--- src/rtl/pwm_ctrl_pkg.sv ---
// Shared types and constants for the PWM register controller.
// Address constants describe the default eight-channel register map.
package pwm_ctrl_pkg;

   localparam int NCH_DEFAULT = 8;
   localparam int DW_DEFAULT  = 8;

   localparam int         NREG        = NCH_DEFAULT + 2;
   localparam logic [7:0] ADDR_CTRL   = 8'(NCH_DEFAULT);
   localparam logic [7:0] ADDR_COMMIT = 8'(NCH_DEFAULT + 1);

   localparam int CTRL_ENABLE_BIT = 0;
   localparam int CTRL_AUTO_BIT   = 1;
   localparam int CTRL_ERRCLR_BIT = 7;
   localparam int COMMIT_REQ_BIT  = 0;

   typedef enum logic [1:0] {
      ST_IDLE = 2'd0,
      ST_PTR  = 2'd1,
      ST_DATA = 2'd2
   } state_e;

   // The last mapped address wraps to 0; unmapped pointers just count on with 8-bit wrap.
   function automatic logic [7:0] ptr_advance(input logic [7:0] p, input int nreg);
      return (p == 8'(nreg - 1)) ? 8'd0 : p + 8'd1;
   endfunction

endpackage

--- src/rtl/pwm_reg_ctrl_if.sv ---
// Byte-level strobe interface between the I2C slave front end and the register controller.
interface pwm_reg_ctrl_if;

   logic       i2c_start;
   logic       i2c_stop;
   logic       rx_valid;
   logic [7:0] rx_data;
   logic       rd_req;
   logic [7:0] rd_data;
   logic       rd_valid;

   modport master (
      output i2c_start, i2c_stop, rx_valid, rx_data, rd_req,
      input  rd_data, rd_valid
   );

   modport slave (
      input  i2c_start, i2c_stop, rx_valid, rx_data, rd_req,
      output rd_data, rd_valid
   );

endinterface

--- src/rtl/pwm_shadow_bank.sv ---
// Shadow and active duty registers with a commit flag; the active set is copied
// from the shadow set only at a PWM period boundary.
module pwm_shadow_bank #(
   parameter int NCH  = 8,
   parameter int DW   = 8,
   parameter int IDXW = 3
) (
   input  logic              clk,
   input  logic              rst,
   input  logic              wr_en,
   input  logic [IDXW-1:0]   wr_idx,
   input  logic [DW-1:0]     wr_data,
   input  logic              auto_commit,
   input  logic              commit_req,
   input  logic              period_end,
   output logic [NCH*DW-1:0] shadow_flat,
   output logic [NCH*DW-1:0] duty,
   output logic              pending
);

   logic pending_reg;
   logic pending_next;
   logic set_evt;
   logic copy_en;

   assign set_evt = commit_req | (wr_en & auto_commit);
   assign copy_en = period_end & pending_reg;
   // A set event on the copy edge keeps the flag up for the following boundary.
   assign pending_next = set_evt | (pending_reg & ~period_end);
   assign pending = pending_reg;

   always_ff @(posedge clk) begin
      if (rst) begin
         pending_reg <= 1'b0;
      end else begin
         pending_reg <= pending_next;
      end
   end

   genvar gi;
   generate
      for (gi = 0; gi < NCH; gi++) begin : g_ch
         logic [DW-1:0] shadow_reg;
         logic [DW-1:0] active_reg;
         logic [DW-1:0] duty_reg;

         // Copy uses the pre-edge shadow value, so a same-cycle write waits for the next commit.
         always_ff @(posedge clk) begin
            if (rst) begin
               shadow_reg <= '0;
               active_reg <= '0;
               duty_reg   <= '0;
            end else begin
               if (wr_en && (wr_idx == IDXW'(gi))) begin
                  shadow_reg <= wr_data;
               end
               if (copy_en) begin
                  active_reg <= shadow_reg;
               end
               duty_reg <= active_reg;
            end
         end

         assign shadow_flat[gi*DW +: DW] = shadow_reg;
         assign duty[gi*DW +: DW]        = duty_reg;
      end
   endgenerate

endmodule

--- src/rtl/pwm_reg_ctrl.sv ---
// I2C byte-stream register controller: pointer/data FSM, address decode and
// read-back mux in front of the shadow/active duty bank.
module pwm_reg_ctrl
   import pwm_ctrl_pkg::*;
#(
   parameter int NCH             = NCH_DEFAULT,
   parameter int DW              = DW_DEFAULT,
   parameter bit AUTO_COMMIT_RST = 1'b0
) (
   input  logic              clk,
   input  logic              rst,
   pwm_reg_ctrl_if.slave     bus,
   input  logic              period_end,
   output logic [NCH*DW-1:0] duty,
   output logic              enable,
   output logic              commit_pending,
   output logic              err
);

   localparam int         IDXW          = (NCH > 1) ? $clog2(NCH) : 1;
   localparam int         NREG_L        = NCH + 2;
   localparam logic [7:0] ADDR_CTRL_L   = 8'(NCH);
   localparam logic [7:0] ADDR_COMMIT_L = 8'(NCH + 1);

   state_e     state_reg, state_next;
   logic [7:0] ptr_reg, ptr_next;
   logic       enable_reg, enable_next;
   logic       auto_reg, auto_next;
   logic       err_reg, err_next;
   logic [7:0] rd_data_reg, rd_data_next;
   logic       rd_valid_reg, rd_valid_next;

   logic [7:0]        cur_ptr;
   logic              wr_duty;
   logic              commit_req;
   logic [NCH*DW-1:0] shadow_flat;
   logic [DW-1:0]     shadow_arr [NCH];

   genvar gi;
   generate
      for (gi = 0; gi < NCH; gi++) begin : g_unpack
         assign shadow_arr[gi] = shadow_flat[gi*DW +: DW];
      end
   endgenerate

   always_ff @(posedge clk) begin
      if (rst) begin
         state_reg    <= ST_IDLE;
         ptr_reg      <= 8'd0;
         enable_reg   <= 1'b0;
         auto_reg     <= AUTO_COMMIT_RST;
         err_reg      <= 1'b0;
         rd_data_reg  <= 8'd0;
         rd_valid_reg <= 1'b0;
      end else begin
         state_reg    <= state_next;
         ptr_reg      <= ptr_next;
         enable_reg   <= enable_next;
         auto_reg     <= auto_next;
         err_reg      <= err_next;
         rd_data_reg  <= rd_data_next;
         rd_valid_reg <= rd_valid_next;
      end
   end

   always_comb begin
      state_next    = state_reg;
      enable_next   = enable_reg;
      auto_next     = auto_reg;
      err_next      = err_reg;
      rd_data_next  = rd_data_reg;
      rd_valid_next = 1'b0;
      wr_duty       = 1'b0;
      commit_req    = 1'b0;
      cur_ptr       = ptr_reg;

      if (bus.i2c_start) begin
         state_next = ST_PTR;
      end else begin
         case (state_reg)
            ST_PTR: begin
               if (bus.rx_valid) begin
                  cur_ptr    = bus.rx_data;
                  state_next = ST_DATA;
               end
            end
            ST_DATA: begin
               if (bus.rx_valid) begin
                  if (ptr_reg < ADDR_CTRL_L) begin
                     wr_duty = 1'b1;
                  end else if (ptr_reg == ADDR_CTRL_L) begin
                     enable_next = bus.rx_data[CTRL_ENABLE_BIT];
                     auto_next   = bus.rx_data[CTRL_AUTO_BIT];
                     if (bus.rx_data[CTRL_ERRCLR_BIT]) begin
                        err_next = 1'b0;
                     end
                  end else if (ptr_reg == ADDR_COMMIT_L) begin
                     commit_req = bus.rx_data[COMMIT_REQ_BIT];
                  end else begin
                     err_next = 1'b1;
                  end
                  cur_ptr = ptr_advance(ptr_reg, NREG_L);
               end
            end
            default: ;
         endcase
         if (bus.i2c_stop) begin
            state_next = ST_IDLE;
         end
      end

      // Reads use the pointer after any same-cycle write has advanced it.
      ptr_next = cur_ptr;
      if (bus.rd_req) begin
         rd_valid_next = 1'b1;
         if (cur_ptr < ADDR_CTRL_L) begin
            rd_data_next = 8'(shadow_arr[cur_ptr[IDXW-1:0]]);
         end else if (cur_ptr == ADDR_CTRL_L) begin
            rd_data_next                  = 8'd0;
            rd_data_next[CTRL_ENABLE_BIT] = enable_reg;
            rd_data_next[CTRL_AUTO_BIT]   = auto_reg;
         end else if (cur_ptr == ADDR_COMMIT_L) begin
            rd_data_next = {7'd0, commit_pending};
         end else begin
            rd_data_next = 8'hFF;
            err_next     = 1'b1;
         end
         ptr_next = ptr_advance(cur_ptr, NREG_L);
      end
   end

   pwm_shadow_bank #(
      .NCH  (NCH),
      .DW   (DW),
      .IDXW (IDXW)
   ) u_bank (
      .clk         (clk),
      .rst         (rst),
      .wr_en       (wr_duty),
      .wr_idx      (ptr_reg[IDXW-1:0]),
      .wr_data     (bus.rx_data[DW-1:0]),
      .auto_commit (auto_reg),
      .commit_req  (commit_req),
      .period_end  (period_end),
      .shadow_flat (shadow_flat),
      .duty        (duty),
      .pending     (commit_pending)
   );

   assign bus.rd_data  = rd_data_reg;
   assign bus.rd_valid = rd_valid_reg;
   assign enable       = enable_reg;
   assign err          = err_reg;

endmodule

--- src/flat_wrapper.sv ---
// flat-port wrapper written by rule: the top's interface ports become plain ports
module pwm_reg_ctrl_flat import pwm_ctrl_pkg::*;
#(
   parameter int NCH             = NCH_DEFAULT,
   parameter int DW              = DW_DEFAULT,
   parameter bit AUTO_COMMIT_RST = 1'b0
)
  (clk, rst, period_end, duty, enable, commit_pending, err, bus_i2c_start, bus_i2c_stop, bus_rx_valid, bus_rx_data, bus_rd_req, bus_rd_data, bus_rd_valid);
  pwm_reg_ctrl_if bus_i ();
  input  logic clk;
  input  logic rst;
  input  logic period_end;
  output logic [NCH*DW-1:0] duty;
  output logic enable;
  output logic commit_pending;
  output logic err;
  input wire logic [$bits(bus_i.i2c_start)-1:0] bus_i2c_start;
  input wire logic [$bits(bus_i.i2c_stop)-1:0] bus_i2c_stop;
  input wire logic [$bits(bus_i.rx_valid)-1:0] bus_rx_valid;
  input wire logic [$bits(bus_i.rx_data)-1:0] bus_rx_data;
  input wire logic [$bits(bus_i.rd_req)-1:0] bus_rd_req;
  output wire logic [$bits(bus_i.rd_data)-1:0] bus_rd_data;
  output wire logic [$bits(bus_i.rd_valid)-1:0] bus_rd_valid;
  assign bus_i.i2c_start = bus_i2c_start;
  assign bus_i.i2c_stop = bus_i2c_stop;
  assign bus_i.rx_valid = bus_rx_valid;
  assign bus_i.rx_data = bus_rx_data;
  assign bus_i.rd_req = bus_rd_req;
  assign bus_rd_data = bus_i.rd_data;
  assign bus_rd_valid = bus_i.rd_valid;
  pwm_reg_ctrl #(.NCH(NCH), .DW(DW), .AUTO_COMMIT_RST(AUTO_COMMIT_RST)) u_core (.clk(clk), .rst(rst), .bus(bus_i), .period_end(period_end), .duty(duty), .enable(enable), .commit_pending(commit_pending), .err(err));
endmodule
--- config.mk ---
export PLATFORM = sky130hd
export DESIGN_NAME = pwm_reg_ctrl_flat
export DESIGN_NICKNAME = d
export VERILOG_FILES = /design/src/rtl/pwm_ctrl_pkg.sv /design/src/rtl/pwm_reg_ctrl_if.sv /design/src/rtl/pwm_shadow_bank.sv /design/src/rtl/pwm_reg_ctrl.sv /design/src/flat_wrapper.sv
export SDC_FILE = /design/constraint.sdc
export NUM_CORES = 1
export LEC_CHECK = 0
export CAP_MARGIN = 20
export CORE_MARGIN = 4
export CORE_UTILIZATION = 45
export CTS_CLUSTER_SIZE = 25
export DETAILED_ROUTE_END_ITERATION = 6
export GPL_ROUTABILITY_DRIVEN = 0
export PLACE_DENSITY = 0.73
export SETUP_SLACK_MARGIN = 0.1
export SYNTH_ARGS = -nofsm -noshare
export SYNTH_HDL_FRONTEND = slang
export SYNTH_HIERARCHICAL = 1
export SYNTH_SLANG_ARGS = --single-unit
--- constraint.sdc ---
create_clock -name clk -period 3 [get_ports clk]
set_clock_uncertainty 0.2 [all_clocks]
set_input_delay 0.6 -clock clk [delete_from_list [all_inputs] [get_ports clk]]
set_output_delay 0.6 -clock clk [all_outputs]
set_load 0.01 [all_outputs]
# Word-level counts from Yosys, hierarchy flattened
# Index checks and enable logic that the tools add are counted.
# classes
n_mux	39
bitwise	9
addsub	2
n_reduce_logical	15
magnitude_cmp	3
n_eq_ne	13
# op_table
op	count
$mux W8	11
$eq A8 B4 Y1 const B	4
$mux W1	26
$bmux W8 S3	1
$add A8 B1 Y8 const B	2
$lt A8 B4 Y1 const B	2
$pmux W8 S2	1
$eq A3 B3 Y1 const B	4
$logic_and A1 B1 Y1	8
$eq A3 B2 Y1 const B	2
$reduce_bool A3 Y1	2
$reduce_and A5 Y1	1
$ge A4 B4 Y1 const B	1
$not A3 Y4	1
$reduce_and A2 Y1	2
$and A1 B1 Y1	3
$eq A3 B1 Y1 const B	1
$logic_not A3 Y1	1
$not A1 Y1	3
$reduce_or A3 Y1	1
$eq A2 B1 Y1 const B	1
$eq A2 B2 Y1 const B	1
$or A1 B1 Y1	2
# word_totals
regBits	215
inputBits	15

# Logic depth before layout (Yosys ltp)
# Gate-level depths: netlist of the first run.
# depth
word_depth	11
mapped_depth	16

# By module
# Netlist of the first run, hierarchy kept.
# modules_own_cells
mod	area_each_um2	instances	seq_area_each_um2	cells_each
pwm_shadow_bank	7039.3	1	3863.7	667
pwm_reg_ctrl	2064.5	1	440.4	261

# Worst setup path before layout of the first run
# No wires, ideal clock.
# synth_path
path_type	input -> register
start	in bus_i2c_start
end	reg u_core.ptr_reg[7]
n_path_buf	3
t_arrival_ps	2724
setup_time_ps	136
required_ps	2664
path_stages	10
path_slack_ps	-61
cell_sequence	buf_6 nor3b_2 nand3_1 a21oi_1 buf_2 buf_1 ha_1 inv_1 o41ai_4 nor3_1
# synth_between
elab_chain_len	4
elab_cells_between_ends	5
cone_classes	1 x add/sub; 1 x eq/ne; 3 x mux
# synth_lines
item	line	source
start: declaration	flat_wrapper.sv:17	input wire logic [$bits(bus_i.i2c_start)-1:0] bus_i2c_start;
$mux W8 *	pwm_reg_ctrl.sv:77	if (bus.i2c_start) begin
$add A8 B1 Y8 or $eq A8 B4 Y1 (tied branches)	pwm_ctrl_pkg.sv:25	return (p == 8'(nreg - 1)) ? 8'd0 : p + 8'd1;
$mux W8	pwm_ctrl_pkg.sv:25	
$mux W8 *	pwm_reg_ctrl.sv:114	if (bus.rd_req) begin
end signal: assignment	pwm_reg_ctrl.sv:57	ptr_reg <= ptr_next;
end: declaration	pwm_reg_ctrl.sv:26	logic [7:0] ptr_reg, ptr_next;
# Mark *: on every way between the ends. The rest lies on a longest branch, timed or not.
# A chain may end at the register's enable or synchronous reset.

# Worst setup path in the final report of the first run
# layout_path
start	reg u_core.state_reg[1]
end	reg u_core.ptr_reg[7]
# layout_between
elab_chain_len	6
elab_cells_between_ends	8
cone_classes	1 x add/sub; 3 x eq/ne; 4 x mux
# layout_lines
item	line	source
start: declaration	pwm_reg_ctrl.sv:25	state_e state_reg, state_next;
start signal: assignment	pwm_reg_ctrl.sv:56	state_reg <= state_next;
$eq A2 B2 Y1 or $eq A2 B1 Y1 (tied branches)	pwm_reg_ctrl.sv:80	case (state_reg)
$pmux W8 S2 *	pwm_reg_ctrl.sv:80	
$mux W8 *	pwm_reg_ctrl.sv:77	
$add A8 B1 Y8 or $eq A8 B4 Y1 (tied branches)	pwm_ctrl_pkg.sv:25	
$mux W8	pwm_ctrl_pkg.sv:25	
$mux W8 *	pwm_reg_ctrl.sv:114	
# Marks and branches as above.

==> impl_metrics.csv, run 1 <==
group,metric,value,unit
floorplan,start_util,46.32,%
finish,finalNetCount,1047,
status,outcome,"finished, final reports clean",
sta,layout_min_cycle_time,2814,ps
pwr,leakagePower,4.424,nW
logic_synthesis,yosys.area.top_type,"dfxtp_1",
finish,final_common_cell,"dfxtp_1",
logic_synthesis,synth_flop_cell,"dfxtp_1",
sta,setup_tns,0,ps
logic_synthesis,synth_nets,951,
global_routing,antenna_found_initial,0,
clock_network,clk_pin_slew,60,ps
pwr,power.total,0.005867,W
pwr,vdd_ir_drop_max,0.0002708,V
placed_design,port_buffers,90,
clock_network,insertion_delay,500,ps
min_path,min_path_type,"flip-flop to flip-flop",
finish,mostFrequentLayoutCells,"212 x dfxtp_1, 96 x mux2i_1, 88 x clkdlybuf4s50_1",
setup_path,required,3180,ps
clock_network,postCtsSetupRepairBufs,0,
finish,antenna_cells,0,
setup_path,worstPathArrival,2990,ps
setup_path,path_buf_inv,2,
logic_synthesis,synth_area,0.009104,mm²
finish,area_growth,23.89,%
clock_network,cts_buffers,23,
floorplan,coreArea,0.01965,mm²
placed_design,dp.cells,1264,
placed_design,place_ws,-298.6,ps
floorplan,dieArea,0.02257,mm²
floorplan,rows,51,
logic_synthesis,synth_enable_flop_cells,0,
drt,vias,6946,
floorplan,dieHeight,150.2,µm
finish,nFillCells,1745,
floorplan,ios,91,
logic_synthesis,synth_top_area_share,47.28,%
sta,finalSetupViolCount,0,
global_routing,grt_start_max_net_pins,131,
logic_synthesis,synthArstFlopShare,0,%
drt,drc_errors,0,
setup_path,critPathKind,"flip-flop to flip-flop",
sta,worst_slack,186.1,ps
logic_synthesis,synth_cell_types,63,
drt,ant_nets,0,
clock_network,cts_tree,"done",
clock_network,clk_path_buf_depth,3,
sta,relSlewSlack,57.19,%
logic_synthesis,postSynthCellCount,928,
sta,post-route-period-util,93.80,%
logic_synthesis,seq_area_frac_synth,47.28,%
finish,final_cell_area,0.01128,mm²
placed_design,place_area,0.01052,mm²
drt,dr.first_iter.drc_count,612,
placed_design,dp_hpwl,14.95,mm
setup_path,cpLargestDelayFamily,"compound AO/OA/AOI/OAI gates",
sta,max_freq,355.4,MHz
finish,final_cells,1303,
setup_path,worst_path_max_delay_cell,"dfxtp_1",
global_routing,track_usage,18.89,%
drt,vias_per_cell,5.331,
setup_path,path_cells,"inv_1 -> ha_2 -> and2_2 -> a32o_1 -> a311oi_2 -> and4_4 -> nand2_4 -> o41ai_4 -> buf_4 -> nor3_1",
setup_path,start_kind,"flip-flop",
drt,dr.pass1.iters,5,
logic_synthesis,syn_avg_cell_area,9.810,µm²
sta,rsz0062_at_grt,"false",
drt,wl,21.63,mm
global_routing,grt-ovfl-total,0,
clock_network,cts_sinks,215,
logic_synthesis,ys_warn_count,6,
global_routing,grt_pass1_wl,34.65,mm
logic_synthesis,ys_seq_elements,215,
sta,finalHoldViolations,0,
pwr,p_per_area,520.2,mW/mm²
logic_synthesis,synthTopCellsByArea,"dfxtp_1 47%, mux2i_1 11%, a21bo_2 7.1%",
clock_network,root_buffer,"clkbuf_16",
setup_path,crit_path_max_fanout,7,
floorplan,die_w,150.2,µm
sta,tightest_slew,642.1,ps
clock_network,cts_max_level,1,
sta,drv_slew,0,
finish,drive_above_1_share,18.02,%
setup_path,max_stage_delay,390,ps
job,drv_cap,0,
clock_network,hold_buffers,0,
global_routing,grt_pass1_vias,6582,
setup_path,endpoint_kind,"flip-flop",
drt,wire_per_inst,16.60,µm
==> routing by layer <==
metal	track usage, %	wire, µm
met1	25.72	9664
met2	30.25	9766
met3	2.920	1367
met4	7.411	831
met5	0	0
==> cells in the mapped netlist (all sizes together) (5+ instances only) <==
library cell / count
a21bo: 66
nand3: 69
nor2b: 67
o21ai: 16
buf: 34
a211oi: 6
nor2: 28
a21oi: 73
xnor2: 5
inv: 11
nand2: 31
nor3: 6
dfxtp: 215
clkbuf: 48
a31oi: 7
nand2b: 75
mux2i: 96
ha: 8
a32oi: 7
and3: 6
==> logic make-up after synthesis <==
kind of cell,share of synthesized area [%]
flip-flops,47.28
AND/OR/NAND/NOR,19.56
XOR/XNOR,0.5772
multiplexers,10.56
buffers and inverters,4.357
adder cells (fa/ha/maj),1.100
AO/OA/AOI/OAI,16.58
==> final timing paths <==
| kind | startpoint | endpoint | slack [ps] | depth (start not counted) |
|---|---|---|---|---|
| worst max-delay path | u_core/state_reg[1] | u_core/ptr_reg[7] | 190 | 10 |
| worst min-delay path | u_core/u_bank/g_ch[2].active_reg[7] | u_core/u_bank/g_ch[2].duty_reg[7] | 260 | 1 |
| worst max register to register | u_core/state_reg[1] | u_core/ptr_reg[7] | 190 | 10 |
| worst min register to register | u_core/u_bank/g_ch[2].active_reg[7] | u_core/u_bank/g_ch[2].duty_reg[7] | 260 | 1 |
==> repair_timing <==
action                     in CTS  in global routing
pin swaps                       0                  4
setup endpoints to repair       1                 17
gates resized for setup         2                 12
==> per-stage QoR <==
| step | util, % | hold WS (ps) |
|---|---|---|
| global route | 57.38 | 270.9 |
| floorplan | - | 228.0 |
| global placement | 53.53 | 241.5 |
| detailed placement | 53.53 | 242.2 |
| CTS | 57.15 | 255.8 |
| finish | 57.38 | 255.5 |
==> final cells by class <==
| type | instances | area, µm² | area share, % |
|---|---|---|---|
| Multi-Input combinational cell | 620 | 4457 | 39.52 |
| Tap cell | 265 | 331.6 | 2.940 |
| Clock buffer | 35 | 681.9 | 6.046 |
| Sequential cell | 215 | 4310 | 38.22 |
| Clock inverter | 4 | 25.02 | 0.2219 |
| Inverter | 11 | 41.29 | 0.3661 |
| Timing Repair Buffer | 153 | 1431 | 12.69 |
==> where the power goes <==
part	total, W	switching, W	internal (W)	leakage (nW)
clock network	0.00263	0.00107	0.00156	0.341
registers	0.00289	0.0000190	0.00287	1.74
logic	0.000348	0.000202	0.000146	2.35
No activity file was read; power rests on OpenSTA's default activity.
==> run 2, diff against run 1 <==
- RECOVER_POWER: unset -> 25
==> impl_metrics.csv, run 2 (synthesis gave the netlist of run 1 again) <==
group,metric,value,unit
floorplan,dieHeight,150.2,µm
finish,finalNetCount,1047,
sta,relSlewSlack,-3.087,%
sta,tightest_slew,1546,ps
pwr,p_per_area,522.1,mW/mm²
global_routing,track_usage,18.89,%
clock_network,insertion_delay,500,ps
drt,drc_errors,0,
pwr,power.total,0.005868,W
setup_path,worstPathArrival,2980,ps
drt,dr.first_iter.drc_count,547,
global_routing,grt_pass1_wl,34.65,mm
sta,post-route-period-util,93.48,%
setup_path,critPathKind,"flip-flop to flip-flop",
drt,highest_layer,"met4",
floorplan,die_w,150.2,µm
global_routing,grt_pass1_vias,6582,
job,drv_cap,1,
drt,route.layer.met1.wl,9.564,mm
clock_network,cts_sinks,215,
floorplan,start_util,46.32,%
pwr,p_clk_share,44.9,%
floorplan,ios,91,
drt,wire_per_inst,16.54,µm
drt,vias_per_cell,5.332,
pwr,vdd_ir_drop_max,0.0002709,V
drt,vias,6947,
placed_design,port_buffers,90,
sta,finalSetupViolCount,0,
sta,setup_tns,0,ps
clock_network,cts_max_level,1,
pwr,intPower,0.004572,W
finish,drive_above_1_share,17.82,%
sta,rsz0062_at_grt,"false",
finish,finish.utilization,57.19,%
setup_path,start_kind,"flip-flop",
sta,max_freq,356.6,MHz
finish,area_growth,23.47,%
drt,wl,21.55,mm
drt,dr_wl_met3,1.387,mm
floorplan,dieArea,0.02257,mm²
placed_design,dp_hpwl,14.95,mm
setup_path,required,3180,ps
pwr,power_frac_comb,5.9,%
setup_path,crit_path_max_fanout,7,
global_routing,grt-ovfl-total,0,
clock_network,clk_pin_slew,60,ps
finish,mostFrequentLayoutCells,"213 x dfxtp_1, 96 x mux2i_1, 87 x clkdlybuf4s50_1",
clock_network,root_buffer,"clkbuf_16",
sta,layout_min_cycle_time,2804,ps
clock_network,cts_buffers,23,
clock_network,cts_tree,"done",
finish,antenna_cells,0,
sta,holdWs,255.5,ps
min_path,min_path_type,"flip-flop to flip-flop",
pwr,switching_share,22.09,%
global_routing,grt_start_max_net_pins,131,
clock_network,clk_path_buf_depth,3,
finish,final_common_cell,"dfxtp_1",
pwr,switchingPower,0.001296,W
status,outcome,"finished with violations",
sta,drv_slew,93,
drt,wl_met2,9.742,mm
status,violations,"max-capacitance violations, max-slew violations",
pwr,pwr-share-seq,49.2,%
drt,dr.pass1.iters,5,
setup_path,endpoint_kind,"flip-flop",
floorplan,rows,51,
pwr,leakagePower,4.411,nW
global_routing,antenna_found_initial,0,
floorplan,coreArea,0.01965,mm²
drt,ant_nets,0,
sta,finalHoldViolations,0,
## run 2: final cells by class
type | instances | area, µm²
Inverter | 11 | 41.29
Clock buffer | 35 | 681.9
Timing Repair Buffer | 153 | 1398
Fill cell | 1754 | 8413
Sequential cell | 215 | 4307
Multi-Input combinational cell | 620 | 4457
Clock inverter | 4 | 25.02
Tap cell | 265 | 331.6
## run 2: layer usage
layer  vias to the layer above  track usage, %
met5                         -               0
met4                         0           7.411
met3                        66           2.920
met2                       218           30.25
met1                      3243           25.72
li1                       3420               -
## run 2: power by group through the flow
| stage | clock, W | sequential [W] | combinational [W] |
|---|---|---|---|
| CTS | 0.00269 | 0.00289 | 0.000338 |
| global route | 0.00281 | 0.00289 | 0.000373 |
| floorplan | 0 | 0.00295 | 0.000205 |
| detailed placement | 0 | 0.00295 | 0.000335 |
| global placement | 0 | 0.00295 | 0.000332 |
| finish | 0.00263 | 0.00289 | 0.000344 |
## run 2: final timing paths
kind	start	to	slack, ps	depth (start not counted)
setup / recovery	u_core/ptr_reg[5]	u_core/bus.rd_data[0]	200	11
hold / removal	u_core/u_bank/g_ch[7].active_reg[0]	u_core/u_bank/g_ch[7].duty_reg[0]	260	1
setup reg to reg	u_core/ptr_reg[5]	u_core/bus.rd_data[0]	200	11
hold reg to reg	u_core/u_bank/g_ch[7].active_reg[0]	u_core/u_bank/g_ch[7].duty_reg[0]	260	1
## run 2: worst max-delay path: stages (launching register included)
cell,delay (ps)
dfxtp_1,420
nor4_4,410
a21bo_2,270
nor2_1,60
a221o_1,320
inv_2,90
ha_1,160
inv_1,90
o31ai_1,290
a21oi_1,120
a31oi_1,170
a211oi_1,90
## run 2: per-stage QoR
step | instances | worst slack (ps) | area, µm²
finish | 1303 | 195.5 | 11240
global route | 1303 | 88.05 | 11240
CTS | 1303 | 155.9 | 11230
detailed placement | 1264 | -298.6 | 10520
global placement | 1264 | -162.9 | 10520
floorplan | 928 | 120.6 | 9111
## run 2: repair_timing
action / in CTS / in global routing
gates resized for setup: 2 / 12
hold buffers: 0 / 0
buffers inserted: 0 / 0
cloned: 0 / 0
setup endpoints to repair: 1 / 17
pin swaps: 0 / 4
